===== src/rtl/rv32_trap_ctrl.sv =====
// rv32_trap_ctrl
// Machine-mode trap controller for the rv32 core. Holds the trap CSRs
// (mstatus, mie, mtvec, mepc, mcause, mtval, mip), arbitrates between
// synchronous exceptions, mret and three asynchronous interrupt lines, and
// sequences trap entry / return as IDLE -> SAVE -> REDIRECT (mret skips SAVE).
//
// Optional feature macro: RV32_TRAP_VECTORED_EN
//   defined   : mtvec[0] selects direct (0) or vectored (1) mode; interrupts
//               in vectored mode jump to base + 4*code.
//   undefined : mtvec[1:0] hardwired to 0, every trap jumps to the base.

module rv32_trap_ctrl #(
  parameter int SYNC_STAGES = 2
) (
  input  logic        clk,
  input  logic        reset_n,
  input  logic        exc_valid_in,
  input  logic [3:0]  exc_cause_in,
  input  logic [31:0] exc_pc_in,
  input  logic [31:0] exc_tval_in,
  input  logic        mret_in,
  input  logic        irq_ext_in,
  input  logic        irq_timer_in,
  input  logic        irq_soft_in,
  input  logic        int_allowed_in,
  input  logic [31:0] int_pc_in,
  input  logic        csr_write_in,
  input  logic [11:0] csr_in,
  input  logic [31:0] csr_wdata_in,
  output logic [31:0] csr_rdata_out,
  output logic        csr_hit_out,
  output logic        stall_out,
  output logic        flush_out,
  output logic        redirect_valid_out,
  output logic [31:0] redirect_pc_out
);

  // A single flop cannot resolve metastability, so depths below 2 are raised.
  localparam int STAGES = (SYNC_STAGES < 2) ? 2 : SYNC_STAGES;

  localparam logic [11:0] CSR_MSTATUS = 12'h300;
  localparam logic [11:0] CSR_MIE     = 12'h304;
  localparam logic [11:0] CSR_MTVEC   = 12'h305;
  localparam logic [11:0] CSR_MEPC    = 12'h341;
  localparam logic [11:0] CSR_MCAUSE  = 12'h342;
  localparam logic [11:0] CSR_MTVAL   = 12'h343;
  localparam logic [11:0] CSR_MIP     = 12'h344;

  localparam logic [31:0] MIE_MASK    = 32'h0000_0888;
  localparam logic [31:0] MCAUSE_MASK = 32'h8000_000F;
  localparam logic [31:0] MEPC_MASK   = 32'hFFFF_FFFC;

`ifdef RV32_TRAP_VECTORED_EN
  localparam logic [31:0] MTVEC_MASK  = 32'hFFFF_FFFD;
`else
  localparam logic [31:0] MTVEC_MASK  = 32'hFFFF_FFFC;
`endif

  localparam logic [3:0] CODE_SOFT  = 4'd3;
  localparam logic [3:0] CODE_TIMER = 4'd7;
  localparam logic [3:0] CODE_EXT   = 4'd11;

  typedef enum logic [1:0] {
    ST_IDLE     = 2'd0,
    ST_SAVE     = 2'd1,
    ST_REDIRECT = 2'd2
  } state_t;

  state_t state_q;

  logic        stall_q;
  logic        flush_q;
  logic        redir_valid_q;
  logic [31:0] redir_pc_q;

  logic        mstatus_mie_q;
  logic        mstatus_mpie_q;
  logic [31:0] mie_q;
  logic [31:0] mtvec_q;
  logic [31:0] mepc_q;
  logic [31:0] mcause_q;
  logic [31:0] mtval_q;

  // Trap context captured in IDLE and committed to the CSRs in SAVE.
  logic [31:0] trap_cause_q;
  logic [31:0] trap_pc_q;
  logic [31:0] trap_tval_q;

  logic [STAGES-1:0] ext_sync_q;
  logic [STAGES-1:0] timer_sync_q;
  logic [STAGES-1:0] soft_sync_q;

  logic        irq_ext_s;
  logic        irq_timer_s;
  logic        irq_soft_s;
  logic [31:0] mip_value;
  logic [31:0] pend;
  logic [3:0]  int_code;
  logic        take_int;
  logic        csr_we;
  logic [31:0] mstatus_value;
  logic [31:0] trap_base;
  logic [31:0] trap_vector;

  // Bring the asynchronous interrupt lines into the clk domain.
  always_ff @(posedge clk or negedge reset_n) begin
    if (!reset_n) begin
      ext_sync_q   <= '0;
      timer_sync_q <= '0;
      soft_sync_q  <= '0;
    end else begin
      ext_sync_q   <= {ext_sync_q[STAGES-2:0], irq_ext_in};
      timer_sync_q <= {timer_sync_q[STAGES-2:0], irq_timer_in};
      soft_sync_q  <= {soft_sync_q[STAGES-2:0], irq_soft_in};
    end
  end

  assign irq_ext_s   = ext_sync_q[STAGES-1];
  assign irq_timer_s = timer_sync_q[STAGES-1];
  assign irq_soft_s  = soft_sync_q[STAGES-1];

  // Assemble mip from the synchronized lines at their architectural bits.
  always_comb begin
    mip_value     = '0;
    mip_value[3]  = irq_soft_s;
    mip_value[7]  = irq_timer_s;
    mip_value[11] = irq_ext_s;
  end

  assign pend = mip_value & mie_q;

  // Pick the highest-priority pending interrupt: ext, then soft, then timer.
  always_comb begin
    int_code = 4'd0;
    if (pend[11]) begin
      int_code = CODE_EXT;
    end else if (pend[3]) begin
      int_code = CODE_SOFT;
    end else if (pend[7]) begin
      int_code = CODE_TIMER;
    end
  end

  // Interrupts only slip in between instructions that do nothing else.
  assign take_int = (state_q == ST_IDLE) && mstatus_mie_q && (|pend) &&
                    int_allowed_in && !exc_valid_in && !mret_in && !csr_write_in;

  // A faulting instruction never gets to commit its CSR write.
  assign csr_we = (state_q == ST_IDLE) && csr_write_in && !exc_valid_in;

  // mstatus view: MPP is fixed at machine mode.
  always_comb begin
    mstatus_value        = '0;
    mstatus_value[3]     = mstatus_mie_q;
    mstatus_value[7]     = mstatus_mpie_q;
    mstatus_value[12:11] = 2'b11;
  end

  // Trap target: base, plus 4*code for interrupts when vectored mode is on.
  always_comb begin
    trap_base = {mtvec_q[31:2], 2'b00};
`ifdef RV32_TRAP_VECTORED_EN
    if (mtvec_q[0] && trap_cause_q[31]) begin
      trap_vector = trap_base + {26'b0, trap_cause_q[3:0], 2'b00};
    end else begin
      trap_vector = trap_base;
    end
`else
    trap_vector = trap_base;
`endif
  end

  // Combinational CSR read port; unowned addresses return zero with no hit.
  always_comb begin
    csr_rdata_out = '0;
    csr_hit_out   = 1'b0;
    case (csr_in)
      CSR_MSTATUS: begin csr_hit_out = 1'b1; csr_rdata_out = mstatus_value; end
      CSR_MIE:     begin csr_hit_out = 1'b1; csr_rdata_out = mie_q;         end
      CSR_MTVEC:   begin csr_hit_out = 1'b1; csr_rdata_out = mtvec_q;       end
      CSR_MEPC:    begin csr_hit_out = 1'b1; csr_rdata_out = mepc_q;        end
      CSR_MCAUSE:  begin csr_hit_out = 1'b1; csr_rdata_out = mcause_q;      end
      CSR_MTVAL:   begin csr_hit_out = 1'b1; csr_rdata_out = mtval_q;       end
      CSR_MIP:     begin csr_hit_out = 1'b1; csr_rdata_out = mip_value;     end
      default:     begin csr_hit_out = 1'b0; csr_rdata_out = '0;            end
    endcase
  end

  // Trap FSM plus CSR storage; FSM updates come after CSR writes so mret wins.
  always_ff @(posedge clk or negedge reset_n) begin
    if (!reset_n) begin
      state_q        <= ST_IDLE;
      stall_q        <= 1'b0;
      flush_q        <= 1'b0;
      redir_valid_q  <= 1'b0;
      redir_pc_q     <= '0;
      mstatus_mie_q  <= 1'b0;
      mstatus_mpie_q <= 1'b0;
      mie_q          <= '0;
      mtvec_q        <= '0;
      mepc_q         <= '0;
      mcause_q       <= '0;
      mtval_q        <= '0;
      trap_cause_q   <= '0;
      trap_pc_q      <= '0;
      trap_tval_q    <= '0;
    end else begin
      if (csr_we) begin
        case (csr_in)
          CSR_MSTATUS: begin
            mstatus_mie_q  <= csr_wdata_in[3];
            mstatus_mpie_q <= csr_wdata_in[7];
          end
          CSR_MIE:    mie_q    <= csr_wdata_in & MIE_MASK;
          CSR_MTVEC:  mtvec_q  <= csr_wdata_in & MTVEC_MASK;
          CSR_MEPC:   mepc_q   <= csr_wdata_in & MEPC_MASK;
          CSR_MCAUSE: mcause_q <= csr_wdata_in & MCAUSE_MASK;
          CSR_MTVAL:  mtval_q  <= csr_wdata_in;
          default: ;
        endcase
      end

      case (state_q)
        ST_IDLE: begin
          if (exc_valid_in) begin
            trap_cause_q <= {28'b0, exc_cause_in};
            trap_pc_q    <= exc_pc_in;
            trap_tval_q  <= exc_tval_in;
            state_q      <= ST_SAVE;
            stall_q      <= 1'b1;
          end else if (mret_in) begin
            redir_pc_q     <= mepc_q;
            mstatus_mie_q  <= mstatus_mpie_q;
            mstatus_mpie_q <= 1'b1;
            flush_q        <= 1'b1;
            redir_valid_q  <= 1'b1;
            state_q        <= ST_REDIRECT;
            stall_q        <= 1'b1;
          end else if (take_int) begin
            trap_cause_q <= {1'b1, 27'b0, int_code};
            trap_pc_q    <= int_pc_in;
            trap_tval_q  <= '0;
            state_q      <= ST_SAVE;
            stall_q      <= 1'b1;
          end
        end

        ST_SAVE: begin
          mepc_q         <= trap_pc_q & MEPC_MASK;
          mcause_q       <= trap_cause_q & MCAUSE_MASK;
          mtval_q        <= trap_tval_q;
          mstatus_mpie_q <= mstatus_mie_q;
          mstatus_mie_q  <= 1'b0;
          redir_pc_q     <= trap_vector;
          flush_q        <= 1'b1;
          redir_valid_q  <= 1'b1;
          state_q        <= ST_REDIRECT;
          stall_q        <= 1'b1;
        end

        ST_REDIRECT: begin
          flush_q       <= 1'b0;
          redir_valid_q <= 1'b0;
          state_q       <= ST_IDLE;
          stall_q       <= 1'b0;
        end

        default: begin
          flush_q       <= 1'b0;
          redir_valid_q <= 1'b0;
          state_q       <= ST_IDLE;
          stall_q       <= 1'b0;
        end
      endcase
    end
  end

  assign stall_out          = stall_q;
  assign flush_out          = flush_q;
  assign redirect_valid_out = redir_valid_q;
  assign redirect_pc_out    = redir_pc_q;

endmodule


===== config.mk =====
export PLATFORM = sky130hd
export DESIGN_NAME = rv32_trap_ctrl
export DESIGN_NICKNAME = d
export VERILOG_FILES = /design/src/rtl/rv32_trap_ctrl.sv
export SDC_FILE = /design/constraint.sdc
export NUM_CORES = 1
export LEC_CHECK = 0
export ABC_AREA = 0
export CAP_MARGIN = 20
export CELL_PAD_IN_SITES_DETAIL_PLACEMENT = 1
export CELL_PAD_IN_SITES_GLOBAL_PLACEMENT = 2
export CORE_ASPECT_RATIO = 0.8
export CORE_UTILIZATION = 35
export DETAILED_ROUTE_END_ITERATION = 6
export PLACE_DENSITY_LB_ADDON = 0.1
export SKIP_CTS_REPAIR_TIMING = 1
export SYNTH_ARGS = -nofsm -noshare
export SYNTH_HDL_FRONTEND = slang
export SYNTH_SLANG_ARGS = --single-unit

===== constraint.sdc =====
create_clock -name clk -period 5.1 [get_ports clk]
set_input_delay 1.53 -clock clk [delete_from_list [all_inputs] [get_ports clk]]
set_output_delay 1.53 -clock clk [all_outputs]
set_load 0.005 [all_outputs]

Yosys cells after proc, flatten, opt, wreduce, memory -nomap -nowiden

Cells that the tools add are included.

Reduce and logical (&&, ||, !) cells: 28
Multiplexer cells: 47
Eq/ne operators: 12
Bitwise operators: 1

Operators by type and width:

| operator                                              | count |
|---|---|
| 2-to-1 mux 32 bit                                     | 20 |
| case mux 32 bit (7 select lines)                      | 1 |
| equality test 12 x 10 -> 1 bit, second input constant | 7 |
| case mux 32 bit (2 select lines)                      | 1 |
| OR reduction 32 bit                                   | 1 |
| 2-to-1 mux 1 bit                                      | 14 |
| AND 12 bit                                            | 1 |
| AND reduction 2 bit                                   | 6 |
| nonzero test 2 bit                                    | 6 |
| logical AND 1 bit                                     | 8 |
| case mux 1 bit (2 select lines)                       | 4 |
| OR reduction 7 bit                                    | 1 |
| 2-to-1 mux 2 bit                                      | 3 |
| 2-to-1 mux 3 bit                                      | 2 |
| inequality test 2 bit, second input constant          | 3 |
| AND reduction 3 bit                                   | 2 |
| 2-to-1 mux 4 bit                                      | 1 |
| inequality test 4 bit, second input constant          | 1 |
| case mux 2 bit (2 select lines)                       | 1 |
| logical NOT 1 bit                                     | 3 |
| equality test 2 x 1 -> 1 bit, second input constant   | 1 |
| logical NOT 2 bit                                     | 1 |

Bits in registers: 269
Logic and storage cells: 105

Longest topological paths before layout

Gate-level depths: netlist of the first run.

Word-level depth: 11
Mapped depth: 8

Worst setup path after synthesis of the first run

No wires, ideal clock.

Kind: input -> output
Start: input port csr_in[1]
End: output port csr_rdata_out[7]
Data arrival time: 2,795 ps
Path slack: 775 ps
Cell stages on the path: 5
Buffers on the path: 2
Path through: buf_2 > buf_1 > mux2_2 > a222oi_1 > o21ai_0

Longest elaborated chain between the ends: 2
Elaborated cells on any way between the ends: 8
Classes of those cells: eq/ne (7); mux (1)

RTL lines:

| what                               | line | source |
|---|---|---|
| start: declaration                 | 28   | `input logic [11:0] csr_in,` |
| equality test 12 x 10 -> 1 bit     | 177  | `case (csr_in)` |
| case mux 32 bit (7 select lines) * | 177  |  |
| end: declaration                   | 30   | `output logic [31:0] csr_rdata_out,` |

Mark *: on every way between the ends. The rest lies on a longest branch, timed or not.

Worst setup path after layout of the first run

Start: input port csr_in[11]
End: output port csr_rdata_out[7]

Same word-level chain as after synthesis.

==> metrics.md, run 1 <==
| Metric | Value |
|---|---|
| Syn Std Cell Area | `9910 sq um` |
| DRT iter0 DRCs | `529` |
| Commonest non-fill, non-tap cell in the layout | `dfrtp_1` |
| CTS sink cnt | `approximately 210` |
| Clock root cell | `clkbuf_16` |
| Slew @ Worst Pin | `~0.94 ns` |
| Outcome | `finished clean` |
| Register Area | `roughly 5200 sq um` |
| Sw frac | `just under 30%` |
| WL final | `32200 um` |
| Fmax achieved | `0.197 GHz` |
| WL/cell | `21.6 um` |
| Layout area overhead | `39.5%` |
| Core Rows | `between 50 and 60` |
| CTS Buffer Depth | `3` |
| R2r worst-path depth | `8` |
| Slowest library cell on the worst path | `clkdlybuf4s50_1` |
| Worst min-delay path class | `flop to flop` |
| GRT Overall Usage | `between 20% and 30%` |
| Seq/Total Area, Yosys | `52.8%` |
| Worst EP arrival | `about 3.6 ns` |
| Hold path cells | `0` |
| Clock-pin transition on the worst setup and hold timing paths | `0.05 ns` |
| Overall overflow remaining after global route | `0` |
| Setup TNS | `0 ns` |
| Final period utilization | `99.5%` |
| 1st-pass router iterations | `6` |
| Most area-consuming cells after synthesis | `dfrtp_1 (53%), mux2i_1 (13%), mux2_4 (4.5%), nand2_1 (3.3%), o21ai_1 (3.0%)` |
| Total power | `5.84 mW` |
| Die ar. | `29000 sq um` |
| I/O Buffers | `around 210` |
| Largest net degree at the start of global routing | `116` |
| Post-synth top flop | `dfrtp_1` |
| R2R Path End | `trap_pc_q[16]` |
| Clk_lat worst skew | `0.53 ns` |
| Die Y | `roughly 150 um` |
| Die X | `190 um` |
| Worst path buffer plus inverter count | `5` |
| Post-synth top area share | `52.8%` |
| EDFF count, synth | `0` |
| Register bit total from synthesis | `209` |
| DRC | `0` |
| Largest delay contributor family on the critical path | `buffers and inverters` |
| RSZ-0062 raised after global routing | `false` |
| Core area | `around 28000 sq um` |
| Hold Crit Start | `soft_sync_q[0]` |
| Sequential power share | `44.3%` |
| Worst r2r src | `state_q[1]` |
| H-tree depth | `1` |
| Minimum setup slack among reg-to-reg paths | `~2.5 ns` |
| Initial Utilization | `36.0%` |
| Clock Power Share | `32.4%` |
| Final core utilization | `50.2%` |
| Routability cong. | `0.804` |
| Crit Path Max Fanout | `5` |
| LEAKAGE | `between 6 and 7 nW` |
| Hold EP | `soft_sync_q[1]` |
| Worst Skew | `around 0.018 ns` |
| Area of the multi-input gates | `roughly 4300 sq um` |
| Final Hold Fails | `0` |
| Crit-path most repeated cell | `buf_4` |
| WP data required | `3.57 ns` |
| Nets | `1266` |
| Ant diodes | `0` |
| Share of layout cells above drive strength 1 | `15.5%` |
| Post-synth cell types | `52` |
| Vias in the first global route | `just over 8000` |
| Crit path largest cell delay | `approximately 0.49 ns` |
| Setup violators final | `0` |
| Number of buffers created by CTS | `25` |
| Combinational power share | `between 20% and 30%` |
| Crit end category | `primary output` |
| CTS tree | `built` |
| Setup crit start kind | `input port` |
| Pint | `~4 mW` |
| Pwr dens | `approximately 420 nW/um^2` |
| Post-synthesis area per instance | `roughly 11 sq um` |
| Initial antenna violation count | `1` |
| Fillers | `2943` |
| Antenna viol nets, final | `0` |
| Asr flop ratio synth | `100%` |
| # IOs | `221` |
| Area leader, netlist | `dfrtp_1` |
| Yosys warnings | `0` |
| Most frequent cells in the layout | `dfrtp_1 (209), clkdlybuf4s50_1 (178), mux2i_1 (131), nand2_1 (85), o21ai_1 (61)` |
| Syn Inst Count | `875` |
| Setup CP Type | `input port to primary output` |
| Fin crit period | `5.08 ns` |
| First-pass GRT wire length | `49800 um` |
| CP Cell Sequence | `clkdlybuf4s50_1 -> and4bb_2 -> buf_4 -> nand2_2 -> buf_4 -> o21ai_1 -> buf_4 -> clkdlybuf4s50_1` |
| Min Hold Slack | `0.363 ns` |
| Max_cap viols | `0` |
| Max-slew headroom | `37.2%` |
| Sw power | `1.73 mW` |
| Post-DP HPWL | `~21000 um` |
| Pins over their slew limit | `0` |
| Total number of vias | `7815` |
| VDD IR max | `210 uV` |
| Drt via density | `between 5 and 6` |
-- power by group through the flow --
stage          registers (mW)  logic (mW)  clock network, mW
2_1_floorplan            2.50       0.733                  0
3_3_place_gp             2.59        1.33                  0
3_5_place_dp             2.60        1.38                  0
4_1_cts                  2.58        1.39               1.94
5_1_grt                  2.67        1.53               2.00
6_report                 2.59        1.36               1.89
-- worst max-delay path by stage --
stage | startpoint | end | slack, ns | depth (start not counted)
6_report | csr_in[11] | csr_rdata_out[7] | 0.02 | 8
5_1_grt | csr_in[11] | csr_rdata_out[7] | 0.0009 | 8
4_1_cts | csr_in[10] | csr_rdata_out[17] | -0.36 | 8
3_5_place_dp | csr_in[10] | csr_rdata_out[17] | -0.35 | 8
3_3_place_gp | csr_in[2] | csr_rdata_out[17] | -0.33 | 9
2_1_floorplan | csr_in[1] | csr_rdata_out[7] | 0.77 | 5
-- layer usage --
layer,up-vias,track usage (%),part of all wire (%)
li1,3654,-,-
met1,3923,32.7,48
met2,200,34.2,44
met3,38,4.08,5.4
met4,0,4.19,1.8
met5,-,0,0
-- cells by family after synthesis --
group                  count (synthesis)  share of synthesized area [%]
buffers and inverters                 98                           4.95
DFF                                  209                           52.8
and+or+nand+nor                      168                           8.43
AOI/OAI and AO/OA                    228                           14.9
muxes                                171                           18.9
other                                  1                         0.0378
-- registers in the layout, summed over array words and instances (netlist names) --
name,cells
mstatus_mie_q,1
timer_sync_q,2
soft_sync_q,2
mtvec_q,30
mcause_q,5
ext_sync_q,2
trap_tval_q,32
stall_out,1
trap_pc_q,30
mie_q,3
mtval_q,32
redirect_valid_out,1
trap_cause_q,5
mepc_q,30
redirect_pc_out,30
mstatus_mpie_q,1
state_q,2
-- metrics by stage --
| stage | area, sq um | cells | setup slack (ns) |
|---|---|---|---|
| floorplan | 9920 | 876 | 0.775 |
| global placement | 12700 | 1441 | -0.329 |
| detailed placement | 12700 | 1442 | -0.347 |
| CTS | 13600 | 1487 | -0.355 |
| global route | 13800 | 1495 | 0.000932 |
| finish | 13800 | 1495 | 0.0231 |
-- final cells by class --
cell class                 count  area share, %
inverter                      27          0.733
timing repair buffer         281           21.0
clock inverter                 9           1.08
tap                          364           3.29
clock buffer                  36           5.25
sequential                   209           37.8
multi-input combinational    569           30.9
-- synthesized netlist by cell type, types with 19 or more instances --
master and n:
a21oi_1 39, a222oi_1 26, a22o_1 32, a22oi_1 19
buf_2 23, clkbuf_1 29, dfrtp_1 209, inv_1 26
mux2_4 30, mux2i_1 131, nand2_1 86, nor2_1 44
o21ai_0 42, o21ai_1 60
No activity file was read; power rests on OpenSTA's default activity.
==> inputs of run 2 (changes only) <==
ABC_CLOCK_PERIOD_IN_PS = 5400   (was not set)
CORE_UTILIZATION = 33   (was 35)
clock period = 5.4 ns   (was 5.1 ns; I/O delays follow)
==> metrics.md, run 2 (same netlist as run 1, synthesis figures left out) <==
| Metric | Value |
|---|---|
| Pwr dens | `399 nW/um^2 (was 422 nW/um^2)` |
| Fin crit period | `5.30 ns` |
| Worst EP arrival | `3.68 ns (was 3.55 ns)` |
| First-pass GRT wire length | `49500 um (was 49800 um)` |
| Fillers | `3150 (was 2943)` |
| H-tree depth | `1 (unchanged)` |
| Die ar. | `30700 sq um (was 29000 sq um)` |
| Dpl cells | `1444 (was 1442)` |
| 1st-pass router iterations | `5 (was 6)` |
| CP Cell Sequence | `clkdlybuf4s50_1 -> and4bb_2 -> buf_4 -> nand2_1 -> a211oi_2 -> buf_4 -> clkdlybuf4s50_1 (was clkdlybuf4s50_1 -> and4bb_2 -> buf_4 -> nand2_2 -> buf_4 -> o21ai_1 -> buf_4 -> clkdlybuf4s50_1)` |
| Area of the multi-input gates | `4240 sq um (was 4270 sq um)` |
| Worst slack at placement | `-0.181 ns (was -0.347 ns)` |
| GRT Overall Usage | `20.8% (was 22.2%)` |
| WP data required | `3.78 ns (was 3.57 ns)` |
| Crit Path Max Fanout | `5 (unchanged)` |
| Fmax achieved | `0.189 GHz` |
| Clock root cell | `clkbuf_16 (unchanged)` |
| Setup crit start kind | `input port (unchanged)` |
| Core area | `29400 sq um (was 27600 sq um)` |
| Setup WS post-layout | `0.104 ns (was 0.0231 ns)` |
| Total number of vias | `7684 (was 7815)` |
| Commonest non-fill, non-tap cell in the layout | `dfrtp_1 (unchanged)` |
| Share of layout cells above drive strength 1 | `13.9% (was 15.5%)` |
| Final Hold Fails | `0 (unchanged)` |
| Largest delay contributor family on the critical path | `buffers and inverters (unchanged)` |
| Drt via density | `5.15 (was 5.23)` |
| Setup violators final | `0 (unchanged)` |
| LEAKAGE | `6.32 nW (was 6.48 nW)` |
| Initial antenna violation count | `3 (was 1)` |
| Setup TNS | `0 ns (unchanged)` |
| Worst path buffer plus inverter count | `4 (was 5)` |
| Slowest library cell on the worst path | `clkdlybuf4s50_1 (unchanged)` |
| Top Registers | `mtval_q x32, trap_tval_q x32 (unchanged)` |
| Routability cong. | `0.795 (was 0.804)` |
| Vias in the first global route | `8207 (was 8244)` |
| CTS tree | `built (unchanged)` |
| Worst min-delay path class | `flop to flop (unchanged)` |
| Die Y | `157 um (was 153 um)` |
| Non-Filler Instances | `1492 (was 1495)` |
| Antenna viol nets, final | `0 (unchanged)` |
| RSZ-0062 raised after global routing | `false (unchanged)` |
| Critical path startpoint | `csr_in[8] (was csr_in[11])` |
| Pins over their slew limit | `0 (unchanged)` |
| Register Area | `5230 sq um (unchanged)` |
| DRT iter0 DRCs | `519 (was 529)` |
| Die X | `196 um (was 190 um)` |
| Crit path largest cell delay | `0.49 ns (about the same)` |
| CTS Buffer Depth | `3 (unchanged)` |
| Min Hold Slack | `0.354 ns (was 0.363 ns)` |
| Outcome | `finished clean (unchanged)` |
| WL/cell | `21.2 um (was 21.6 um)` |
| DRC | `0 (unchanged)` |
| Number of buffers created by CTS | `24 (was 25)` |
| Max_cap viols | `0 (unchanged)` |
| Clock-pin transition on the worst setup and hold timing paths | `0.06 ns (was 0.05 ns)` |
| Minimum setup slack among reg-to-reg paths | `2.52 ns (was 2.51 ns)` |
| Layout area overhead | `37.2% (was 39.5%)` |
| Nets | `1251 (was 1266)` |
| Max-slew headroom | `38.0% (was 37.2%)` |
| Hold Crit Start | `soft_sync_q[0] (unchanged)` |
| Worst Skew | `0.0127 ns (was 0.0176 ns)` |
| Most frequent cells in the layout | `dfrtp_1 (209), clkdlybuf4s50_1 (183), mux2i_1 (131), nand2_1 (86), o21ai_1 (62) (was dfrtp_1 (209), clkdlybuf4s50_1 (178), mux2i_1 (131), nand2_1 (85), o21ai_1 (61))` |
| CTS sink cnt | `209 (unchanged)` |
| Core Rows | `56 (was 54)` |
| Post-DP HPWL | `21100 um (was 21000 um)` |
| Crit end category | `primary output (unchanged)` |
| Final period utilization | `98.1%` |
| Initial Utilization | `33.7% (was 36.0%)` |
| Slew @ Worst Pin | `0.929 ns (was 0.941 ns)` |
| Clk_lat worst skew | `0.52 ns (was 0.53 ns)` |
| Largest net degree at the start of global routing | `118 (was 116)` |
| # IOs | `221 (unchanged)` |
| I/O Buffers | `214 (unchanged)` |
| Setup CP Type | `input port to primary output (unchanged)` |
| Total power | `5.42 mW (was 5.84 mW)` |
| Worst r2r src | `state_q[0] (was state_q[1])` |
| WL final | `31600 um (was 32200 um)` |
| VDD IR max | `194 uV (was 210 uV)` |
| Overall overflow remaining after global route | `0 (unchanged)` |
-- run 2: worst paths after layout --
kind | end | cells after the start
min in group asynchronous | mcause_q[0] | 1
hold / removal | soft_sync_q[1] | 0
setup reg to reg | trap_pc_q[13] | 8
hold reg to reg | soft_sync_q[1] | 0
max in group asynchronous | mtval_q[5] | 2
setup / recovery | csr_hit_out | 7
-- run 2: worst register-to-register path, delay by kind of cell, from the launching register on --
family / cells / cell delay [ns]
buffers and inverters: 3 / 1.28
AND/OR/NAND/NOR: 4 / 1.06
flip-flops: 1 / 0.37
AO/OA/AOI/OAI: 1 / 0.11
-- run 2: where the power goes --
part / switching [mW] / total [mW] / internal [mW]
clock: 0.662 / 1.71 / 1.05
combinational: 0.591 / 1.27 / 0.675
sequential: 0.360 / 2.44 / 2.08
-- run 2: cell type report --
class | instances | share of cell area [%]
Sequential cell | 209 | 38.5
Multi-Input combinational cell | 569 | 31.2
Timing Repair Buffer | 267 | 20.1
Clock buffer | 33 | 5.19
Tap cell | 377 | 3.47
Clock inverter | 9 | 0.883
Inverter | 27 | 0.745
Antenna cell | 1 | 0.0184
-- run 2: routing by layer --
metal	share of wire [%]	track usage [%]	wire (um)
met1	49	30.4	15600
met2	44	32.6	14000
met3	5.0	3.86	1600
met4	1.3	3.27	402
met5	0.073	0	23
-- run 2: stage by stage --
stage / util, % / instance area [sq um]
floorplan: - / 9920
global placement: 42.8 / 12600
detailed placement: 42.8 / 12600
CTS: 45.6 / 13400
global route: 46.2 / 13600
finish: 46.2 / 13600
==> inputs of run 3 (changes only) <==
ABC_AREA = not set   (was 0)
==> results of run 3 <==
Same layout as run 2: the final DEF is identical, and so are final timing and power.
